<file path="config.mk">
export PLATFORM = sky130hd
export DESIGN_NAME = count_sequencer
export DESIGN_NICKNAME = d
export VERILOG_FILES = /design/src/rtl/count_seq_pkg.sv /design/src/rtl/count_core.sv /design/src/rtl/count_sequencer.sv
export SDC_FILE = /design/constraint.sdc
export NUM_CORES = 1
export LEC_CHECK = 0
export ABC_AREA = 0
export ABC_CLOCK_PERIOD_IN_PS = 1920
export CAP_MARGIN = 10
export CORE_UTILIZATION = 45
export CTS_CLUSTER_DIAMETER = 30
export CTS_CLUSTER_SIZE = 28
export DETAILED_ROUTE_END_ITERATION = 8
export PLACE_DENSITY = 0.74
export SETUP_SLACK_MARGIN = 0.5
export SYNTH_ARGS = -nofsm -noshare
export SYNTH_HDL_FRONTEND = slang
export SYNTH_HIERARCHICAL = 1
export SYNTH_SLANG_ARGS = --single-unit
</file>
<file path="constraint.sdc">
create_clock -name clk -period 1.92 [get_ports clk]
set_input_delay 0.288 -clock clk [delete_from_list [all_inputs] [get_ports clk]]
set_output_delay 0.288 -clock clk [all_outputs]
set_load 0.05 [all_outputs]
</file>
<file path="src/rtl/count_seq_pkg.sv">
`default_nettype none
// ============================================================================
// Module   : count_seq_pkg
// Purpose  : Shared types and default constants for the count sequencer.
//            Holds the run-state encoding used by the FSM and the default
//            WIDTH / PRESCALE values picked up by count_sequencer and
//            count_core.
// Ports    : none (package)
// Config   : COUNT_SEQ_AUTORELOAD_EN (consumed by count_sequencer only)
// Revision : 1.0  initial release
// ============================================================================
package count_seq_pkg;

  // Default datapath width and clocks per count tick.
  localparam int c_DEF_WIDTH    = 8;
  localparam int c_DEF_PRESCALE = 1;

  // Run-state encoding. The values are fixed so that the state register
  // reads back identically across builds.
  typedef enum logic [1:0] {
    S_IDLE   = 2'd0,
    S_RUN    = 2'd1,
    S_PAUSED = 2'd2,
    S_DONE   = 2'd3
  } state_t;

endpackage : count_seq_pkg
`default_nettype wire

</file>
<file path="src/rtl/count_core.sv">
`default_nettype none
// ============================================================================
// Module   : count_core
// Purpose  : WIDTH-bit count register for the sequencer datapath.
//            Synchronous clear takes priority over the increment enable.
//            All sequencing decisions (when to clear, when to tick) are made
//            by count_sequencer; this block only stores and increments.
// Ports    : clk    in   1      rising-edge clock
//            reset  in   1      asynchronous reset, active-low
//            clr    in   1      synchronous clear to zero
//            en     in   1      increment by one (ignored when clr=1)
//            count  out  WIDTH  current count value
// Revision : 1.0  initial release
// ============================================================================
module count_core
  import count_seq_pkg::*;
#(
  parameter int WIDTH = c_DEF_WIDTH
) (
  input  logic             clk,
  input  logic             reset,
  input  logic             clr,
  input  logic             en,
  output logic [WIDTH-1:0] count
);

  localparam logic [WIDTH-1:0] c_ONE = {{(WIDTH-1){1'b0}}, 1'b1};

  logic [WIDTH-1:0] r_count;

  always_ff @(posedge clk or negedge reset) begin
    if (!reset) begin
      r_count <= '0;
    end else if (clr) begin
      r_count <= '0;
    end else if (en) begin
      r_count <= r_count + c_ONE;
    end
  end

  assign count = r_count;

endmodule : count_core
`default_nettype wire

</file>
<file path="src/rtl/count_sequencer.sv">
`default_nettype none
// ============================================================================
// Module   : count_sequencer
// Purpose  : Run controller for the count datapath. On an accepted start it
//            latches the terminal value, then counts 0 -> term at one step
//            every PRESCALE clocks. Supports a level pause (count and
//            prescaler phase frozen) and an abort (stop). Flags completion
//            with a one-cycle done pulse.
//            Priority within a cycle: stop > pause > tick.
// Ports    : clk       in   1      rising-edge clock
//            reset     in   1      asynchronous reset, active-low
//            start     in   1      begin a run (honoured in IDLE only)
//            stop      in   1      abort a run, no done
//            pause     in   1      hold count while high
//            term_val  in   WIDTH  terminal count, latched on accepted start
//            count     out  WIDTH  current count
//            busy      out  1      high in RUN / PAUSED / DONE
//            done      out  1      one-cycle pulse on reaching terminal
// Config   : COUNT_SEQ_AUTORELOAD_EN
//              defined   : free-running; after showing term the count wraps
//                          to 0 on the next tick, done pulses each time term
//                          is reached, run ends only on stop or reset.
//              undefined : one-shot; stops in DONE for one cycle, then IDLE.
// Revision : 1.0  initial release
// ============================================================================
module count_sequencer
  import count_seq_pkg::*;
#(
  parameter int WIDTH    = c_DEF_WIDTH,
  parameter int PRESCALE = c_DEF_PRESCALE
) (
  input  logic             clk,
  input  logic             reset,
  input  logic             start,
  input  logic             stop,
  input  logic             pause,
  input  logic [WIDTH-1:0] term_val,
  output logic [WIDTH-1:0] count,
  output logic             busy,
  output logic             done
);

  // Prescaler must hold 0..PRESCALE-1; keep at least one bit for PRESCALE=1.
  localparam int              c_PW         = (PRESCALE > 1) ? $clog2(PRESCALE) : 1;
  localparam logic [c_PW-1:0] c_PRESC_LAST = c_PW'(PRESCALE - 1);
  localparam logic [c_PW-1:0] c_PRESC_ONE  = {{(c_PW-1){1'b0}}, 1'b1};
  localparam logic [WIDTH-1:0] c_ONE       = {{(WIDTH-1){1'b0}}, 1'b1};

  state_t           r_state;
  state_t           w_state_nxt;
  logic [c_PW-1:0]  r_presc;
  logic [WIDTH-1:0] r_term;
  logic [WIDTH-1:0] w_inc;
  logic             w_accept;
  logic             w_active;
  logic             w_advance;
  logic             w_tick;
  logic             w_clr;
  logic             w_en;
`ifdef COUNT_SEQ_AUTORELOAD_EN
  logic             w_hit;
  logic             r_done;
`endif

  // --------------------------------------------------------------------------
  // Tick generation
  // --------------------------------------------------------------------------
  // PAUSED is left as soon as pause drops, and the prescaler advances on that
  // very edge, so a pause of N cycles delays the run by exactly N cycles.
  assign w_accept  = (r_state == S_IDLE) && start && !stop;
  assign w_active  = (r_state == S_RUN) || (r_state == S_PAUSED);
  assign w_advance = w_active && !stop && !pause;
  assign w_tick    = w_advance && (r_presc == c_PRESC_LAST);
  assign w_inc     = count + c_ONE;

  always_ff @(posedge clk or negedge reset) begin
    if (!reset) begin
      r_presc <= '0;
    end else if (w_accept) begin
      r_presc <= '0;
    end else if (w_advance) begin
      r_presc <= w_tick ? '0 : (r_presc + c_PRESC_ONE);
    end
  end

  // Terminal value is captured only on an accepted start; term_val is
  // don't-care for the rest of the run.
  always_ff @(posedge clk or negedge reset) begin
    if (!reset) begin
      r_term <= '0;
    end else if (w_accept) begin
      r_term <= term_val;
    end
  end

  // --------------------------------------------------------------------------
  // FSM: state register
  // --------------------------------------------------------------------------
  always_ff @(posedge clk or negedge reset) begin
    if (!reset) begin
      r_state <= S_IDLE;
    end else begin
      r_state <= w_state_nxt;
    end
  end

  // --------------------------------------------------------------------------
  // FSM: next state and datapath controls
  // --------------------------------------------------------------------------
  always_comb begin
    w_state_nxt = r_state;
    w_clr       = 1'b0;
    w_en        = 1'b0;
`ifdef COUNT_SEQ_AUTORELOAD_EN
    w_hit       = 1'b0;
`endif

    case (r_state)
      S_IDLE: begin
        if (w_accept) begin
          w_clr = 1'b1;
`ifdef COUNT_SEQ_AUTORELOAD_EN
          w_state_nxt = S_RUN;
`else
          // A zero terminal is already reached: go straight to the done pulse.
          w_state_nxt = (term_val == '0) ? S_DONE : S_RUN;
`endif
        end
      end

      S_RUN, S_PAUSED: begin
        if (stop) begin
          w_state_nxt = S_IDLE;
        end else if (pause) begin
          w_state_nxt = S_PAUSED;
        end else begin
          w_state_nxt = S_RUN;
          if (w_tick) begin
`ifdef COUNT_SEQ_AUTORELOAD_EN
            // Count shows term for one tick period, then wraps to 0.
            // done fires whenever the post-tick value equals term, which
            // makes term==0 pulse on every tick.
            if (count == r_term) begin
              w_clr = 1'b1;
              w_hit = (r_term == '0);
            end else begin
              w_en  = 1'b1;
              w_hit = (w_inc == r_term);
            end
`else
            // count < term throughout RUN, so the increment cannot wrap.
            w_en = 1'b1;
            if (w_inc == r_term) begin
              w_state_nxt = S_DONE;
            end
`endif
          end
        end
      end

      // stop is deliberately not looked at here: the done pulse completes.
      S_DONE: begin
        w_state_nxt = S_IDLE;
      end

      default: begin
        w_state_nxt = S_IDLE;
      end
    endcase
  end

  // --------------------------------------------------------------------------
  // Outputs
  // --------------------------------------------------------------------------
`ifdef COUNT_SEQ_AUTORELOAD_EN
  always_ff @(posedge clk or negedge reset) begin
    if (!reset) begin
      r_done <= 1'b0;
    end else begin
      r_done <= w_hit;
    end
  end

  assign done = r_done;
`else
  assign done = (r_state == S_DONE);
`endif

  assign busy = (r_state != S_IDLE);

  // --------------------------------------------------------------------------
  // Count register
  // --------------------------------------------------------------------------
  count_core #(
    .WIDTH (WIDTH)
  ) u_count_core (
    .clk   (clk),
    .reset (reset),
    .clr   (w_clr),
    .en    (w_en),
    .count (count)
  );

endmodule : count_sequencer
`default_nettype wire

</file>
==> qor.yml, run 1 <==
wl_microns: 2807
cts_sinks: 19
synth_most_common_cell: "dfrtp_1"
syn_to_final_growth_pct: 50.22
leakagePower_uw: 0.0007739
core_sq_um: 2455
clk_pin_slew_ns: 0.11
place_congestion: 0.7578
cp_max_fo: 3
worstSetupStartpointType: "flip-flop"
htreeDepth: 1
critPathSlowestCell: "dfrtp_1"
io_pins: 23
insertion_delay_ns: 0.29
synth_edf_count: 0
multi_input_area_sq_um: 734.5
endpoint_kind: "flip-flop"
vdd_drop_max_mv: 0.8937
yosys.area_share.simple: 0.1925
final.min_clock_period_ns: 1.979
critPathLaunch: "r_state[0]"
synth_compound_area_frac: 0.1065
async_flop_share: 1.000
critPathRequiredTime_ns: 2.15
status: "finished, violations left"
slew_headroom: 0.7774
crit_path_max_incr_delay_ns: 0.40
synth_top_area_frac: 0.4086
fin_skew_ns: 0.003749
synthCells: 110
fp.dieArea_sq_um: 2793
arrival_ns: 2.21
grt_pass1_vias: 975
syn_area_per_cell_sq_um: 10.58
finish.net_count: 174
yosys_warnings: 6
synthDistinctLibCells: 36
root_buffer: "clkbuf_4"
fmax_ghz: 0.5053
die_h_microns: 52.85
antennaDiodeCount: 0
firstDrtPassIters: 4
drtAntennaViolNets: 0
violations: "setup timing"
setup_slack_ns: -0.05912
synthTopCellsByCount: "19 x dfrtp_1, 9 x xnor2_1, 8 x mux2_2"
setup_viol_count_final: 5
crit_type: "reg2reg"
dr_total_vias: 1004
syn_area_sq_um: 1164
hold_path.class: "in2async"
synth_ff_type: "dfrtp_1"
dp_cells: 169
final_layout_size_suffix_gt1_frac: 0.4387
final_cells: 185
fillers: 162
drt_iter0_markers: 14
pwr_density_cell_nw_per_um2: 1302
synthTopCellsByArea: "dfrtp_1 41%, mux2_2 7.7%, xnor2_1 6.8%, ha_1 5.4%, xor2_1 4.5%"
grt_usage: 0.2307
regArea_sq_um: 483.0
drc: 0
power_uw: 2276
antenna_found_initial: 0
grt_first_pass_wirelength_microns: 4540
synth.yosys.seq_area_share: 0.4086
synthMuxAreaShare: 0.08602
rsz0062_at_grt: "yes"
synth-xor-area-share: 0.1129
port_buffers: 22
yosysTopAreaCell: "dfrtp_1"
reg2reg_slack_ns: -0.06
ys_ff_latch: 19
period_share: 1.031
die_w_microns: 52.85
cts_tree: "done"
synth_top_family_by_area: "simple AND/OR/NAND/NOR gates"
cts_buffers: 3
drv_slew: 0
drv_cap: 0
syn_nets: 128
start_util: 0.4740
grt_overflow: 0
cp_cell_sequence: "inv_2 > ha_4 > or3b_4 > nor2_4 > buf_6 > nand3_2 > or3_1 > a21oi_1"
synth_fa_ha_area_frac: 0.05376
wl_per_cell_microns: 15.17
core.rowCount: 18
rr_worst_depth: 8
hpwl_microns: 1838
clockBufferDepth: 2
tightest_slew_ns: 0.3297
hold_buffers: 0
drt-vias-per-instance: 5.427
grt_max_degree: 20
place_ws_ns: -0.1200
hold_viol: 0
r2r-start: "r_state[0]"
-- cells in the final DEF (no fill, tap or decap), types with 2 or more instances in the layout --
cell type,instances
a21oi_1,2
buf_2,2
buf_4,15
buf_6,10
buf_8,3
clkbuf_4,4
clkdlybuf4s50_1,12
dfrtp_1,15
dfrtp_2,3
ha_1,2
ha_4,2
inv_1,3
inv_2,3
mux2_4,8
nand2_1,3
nand3_1,3
nand3_2,2
nand4_1,2
nor2_1,7
nor2b_1,2
o21ai_0,3
o21ai_1,2
or3_1,4
xnor2_1,8
xor2_1,6
-- sequential cells by signal, indices dropped and copies added, names as in the netlist --
signal and count:
r_presc 1, r_state 2, r_term 8, u_count_core/count 8
-- critical path: cells and delay by family (launching register included) --
| family | cells | cell delay (ns) |
|---|---|---|
| buf+inv | 2 | 0.20 |
| simple gates | 4 | 0.94 |
| flops | 1 | 0.40 |
| fa+ha+maj | 1 | 0.26 |
| compound gates | 1 | 0.13 |
-- metrics by stage --
stage / utilization / hold slack [ns] / setup TNS, ns / instance area (sq um)
2_1_floorplan: - / -0.007591 / -0.7119 / 1204
3_3_place_gp: 0.6050 / 0.5107 / -0.1697 / 1485
3_5_place_dp: 0.6050 / 0.5259 / -0.3008 / 1485
4_1_cts: 0.7013 / 0.3195 / -0.04217 / 1722
5_1_grt: 0.7120 / 0.3224 / -0.3585 / 1748
6_report: 0.7120 / 0.3103 / -0.1774 / 1748
-- final timing paths --
kind                                          to
max reg2reg                u_count_core/count[6]
min reg2reg                            r_term[1]
max in group asynchronous  u_count_core/count[0]
min in group clk                       r_term[1]
min                        u_count_core/count[6]
max                        u_count_core/count[6]
-- layer usage --
layer / up-vias / part of all wire / GRT usage
li1: 483 / - / -
met1: 495 / 0.47 / 0.3225
met2: 24 / 0.49 / 0.3544
met3: 2 / 0.033 / 0.04023
met4: 0 / 0.0036 / 0.08333
met5: - / 0 / 0
-- cells by family (layout without fill, tap and decap cells) --
| logic type | count (synthesis) | count (layout) |
|---|---|---|
| multiplexers | 9 | 9 |
| AO/OA/AOI/OAI | 16 | 16 |
| adder cells (fa/ha/maj) | 5 | 5 |
| XOR/XNOR | 15 | 15 |
| flip-flops | 19 | 19 |
| buffers and inverters | 10 | 55 |
| AND/OR/NAND/NOR | 36 | 36 |
-- layout make-up --
type                            count  area share
Timing Repair Buffer               44      0.2491
Multi-Input combinational cell     81      0.4202
Sequential cell                    19      0.2763
Tap cell                           30     0.02147
Inverter                            7     0.01718
Clock inverter                      1    0.002863
Clock buffer                        3     0.01288
-- where the power goes --
group	leakage, uW	internal [uW]	switching, uW
clock network	0.0000177	77.5	121
registers	0.000237	547	190
logic	0.000520	741	599
-- what timing repair did --
action                     4_1_cts  5_1_grt
gates cloned                     1        0
gates resized for setup         42       10
hold endpoints to repair         0        0
buffers inserted                10        1
pin swaps                        9        4
setup endpoints to repair       24       23
(Power assumes the default switching activity.)
==> run 2, diff against run 1 <==
--- a/config.mk
+++ b/config.mk
@@ -8,12 +8,14 @@
 export ABC_AREA = 0
 export ABC_CLOCK_PERIOD_IN_PS = 1920
 export CAP_MARGIN = 10
+export CORE_ASPECT_RATIO = 1.75
 export CORE_UTILIZATION = 45
 export CTS_CLUSTER_DIAMETER = 30
 export CTS_CLUSTER_SIZE = 28
 export DETAILED_ROUTE_END_ITERATION = 8
 export PLACE_DENSITY = 0.74
 export SETUP_SLACK_MARGIN = 0.5
+export SKIP_CTS_REPAIR_TIMING = 1
 export SYNTH_ARGS = -nofsm -noshare
 export SYNTH_HDL_FRONTEND = slang
 export SYNTH_HIERARCHICAL = 1
==> qor.yml, run 2 (synthesis gave the netlist of run 1 again) <==
final_common_cell: "buf_4"
grt_first_pass_wirelength_microns: 4284
htreeDepth: 1
fmax_ghz: 0.5049
io_pins: 23
multi_input_area_sq_um: 721.9
port_buffers: 22
rsz0062_at_grt: "yes"
die_w_microns: 40.44
hpwl_microns: 2057
core.rowCount: 24
place_ws_ns: -0.2234
dr_total_vias: 995
root_buffer: "clkbuf_8"
tightest_slew_ns: 0.6237
clockBufferDepth: 2
cts_buffers: 3
cp_num_cells: 7
antenna_found_initial: 0
antennaDiodeCount: 0
worstSetupStartpointType: "flip-flop"
crit_path_max_incr_delay_ns: 0.40
post-route-util: 0.6768
drt_iter0_markers: 16
setup_viol_count_final: 3
critical_path.top_delay_family: "simple AND/OR/NAND/NOR gates"
regArea_sq_um: 483.0
slew_headroom: 0.5798
leakagePower_uw: 0.0007380
hold_slack_ns: 0.3570
grt_pass1_vias: 963
hold_path.class: "in2async"
drtAntennaViolNets: 0
cts_tree: "done"
place_congestion: 0.8031
critPathSlowestCell: "or3b_4"
pwr_density_cell_nw_per_um2: 1362
grt_max_degree: 20
hold_viol: 0
mostFrequentLayoutCells: "16 x buf_4, 15 x dfrtp_1, 12 x clkdlybuf4s50_1, 9 x xnor2_1, 8 x mux2_4"
clk_pin_slew_ns: 0.07
fin_skew_ns: 0.004421
insertion_delay_ns: 0.26
rr_worst_depth: 7
vdd_drop_max_mv: 0.7965
die_h_microns: 69.27
drt-vias-per-instance: 5.686
wl_microns: 2912
violations: "setup timing"
critPathRequiredTime_ns: 2.11
cp_cell_sequence: "inv_2 > ha_4 > or3b_4 > nor2_4 > o2111ai_4 > or3_1 > a21oi_2"
syn_to_final_growth_pct: 43.23
fillers: 182
grt_usage: 0.2184
start_util: 0.4726
grt_overflow: 0
drv_cap: 0
final_layout_size_suffix_gt1_frac: 0.4027
finish.net_count: 168
core_sq_um: 2462
setup_slack_ns: -0.06054
drv_slew: 0
cp_max_fo: 5
crit_type: "reg2reg"
final.min_clock_period_ns: 1.981
period_share: 1.032
firstDrtPassIters: 4
wl_per_cell_microns: 16.64
drc: 0
power_uw: 2270
endpoint_kind: "flip-flop"
cts_sinks: 19
status: "finished, violations left"
fp.dieArea_sq_um: 2801
fin_tns_setup_ns: -0.1129
arrival_ns: 2.17
critPathBufInv: 1
run 2: changes by cell type in the layout (fill, tap and decap cells not counted), moves of 2 or more:
cell | before | now
o21ai_0 | 3 | 5
o21ai_1 | 2 | 0
buf_6 | 10 | 2
clkbuf_2 | 0 | 4
buf_2 | 2 | 0
clkbuf_4 | 4 | 0
clkbuf_8 | 0 | 3
run 2: layer usage:
layer  global-route usage  up-vias  share of wire
met5                    0        -              0
met4               0.1111        0          0.022
li1                     -      470              -
met3              0.02244        7          0.027
met2               0.3668       30           0.55
met1               0.2495      488           0.40
run 2: worst reg2reg max path: stages, from the launching register on:
cell and delay [ns]:
dfrtp_1 0.37, inv_2 0.06, ha_4 0.25, or3b_4 0.40, nor2_4 0.15, o2111ai_4 0.17
or3_1 0.39, a21oi_2 0.13
run 2: final cells by class:
cell class / count / area share
tap: 26 / 0.01952
clock inverter: 1 / 0.003003
timing repair buffer: 38 / 0.2117
multi-input combinational: 81 / 0.4332
clock buffer: 3 / 0.02477
inverter: 7 / 0.01802
sequential: 19 / 0.2898
run 2: worst paths after layout:
path | slack [ns] | from | end
max | -0.06 | r_state[1] | u_count_core/count[5]
min | 0.36 | reset | r_term[3]
max reg2reg | -0.06 | r_state[1] | u_count_core/count[5]
min reg2reg | 0.54 | r_term[7] | r_term[7]
max in group asynchronous | 1.33 | reset | u_count_core/count[0]
min in group clk | 0.54 | r_term[7] | r_term[7]
run 2: power breakdown:
| part | leakage [uW] | internal [uW] | switching, uW |
|---|---|---|---|
| sequential | 0.000237 | 548 | 188 |
| combinational | 0.000476 | 658 | 589 |
| clock | 0.0000255 | 145 | 142 |
run 2: through the flow:
| step | cells | area (sq um) |
|---|---|---|
| 2_1_floorplan | 110 | 1204 |
| 4_1_cts | 168 | 1521 |
| 3_5_place_dp | 164 | 1475 |
| 6_report | 175 | 1667 |
| 3_3_place_gp | 164 | 1475 |
| 5_1_grt | 175 | 1667 |
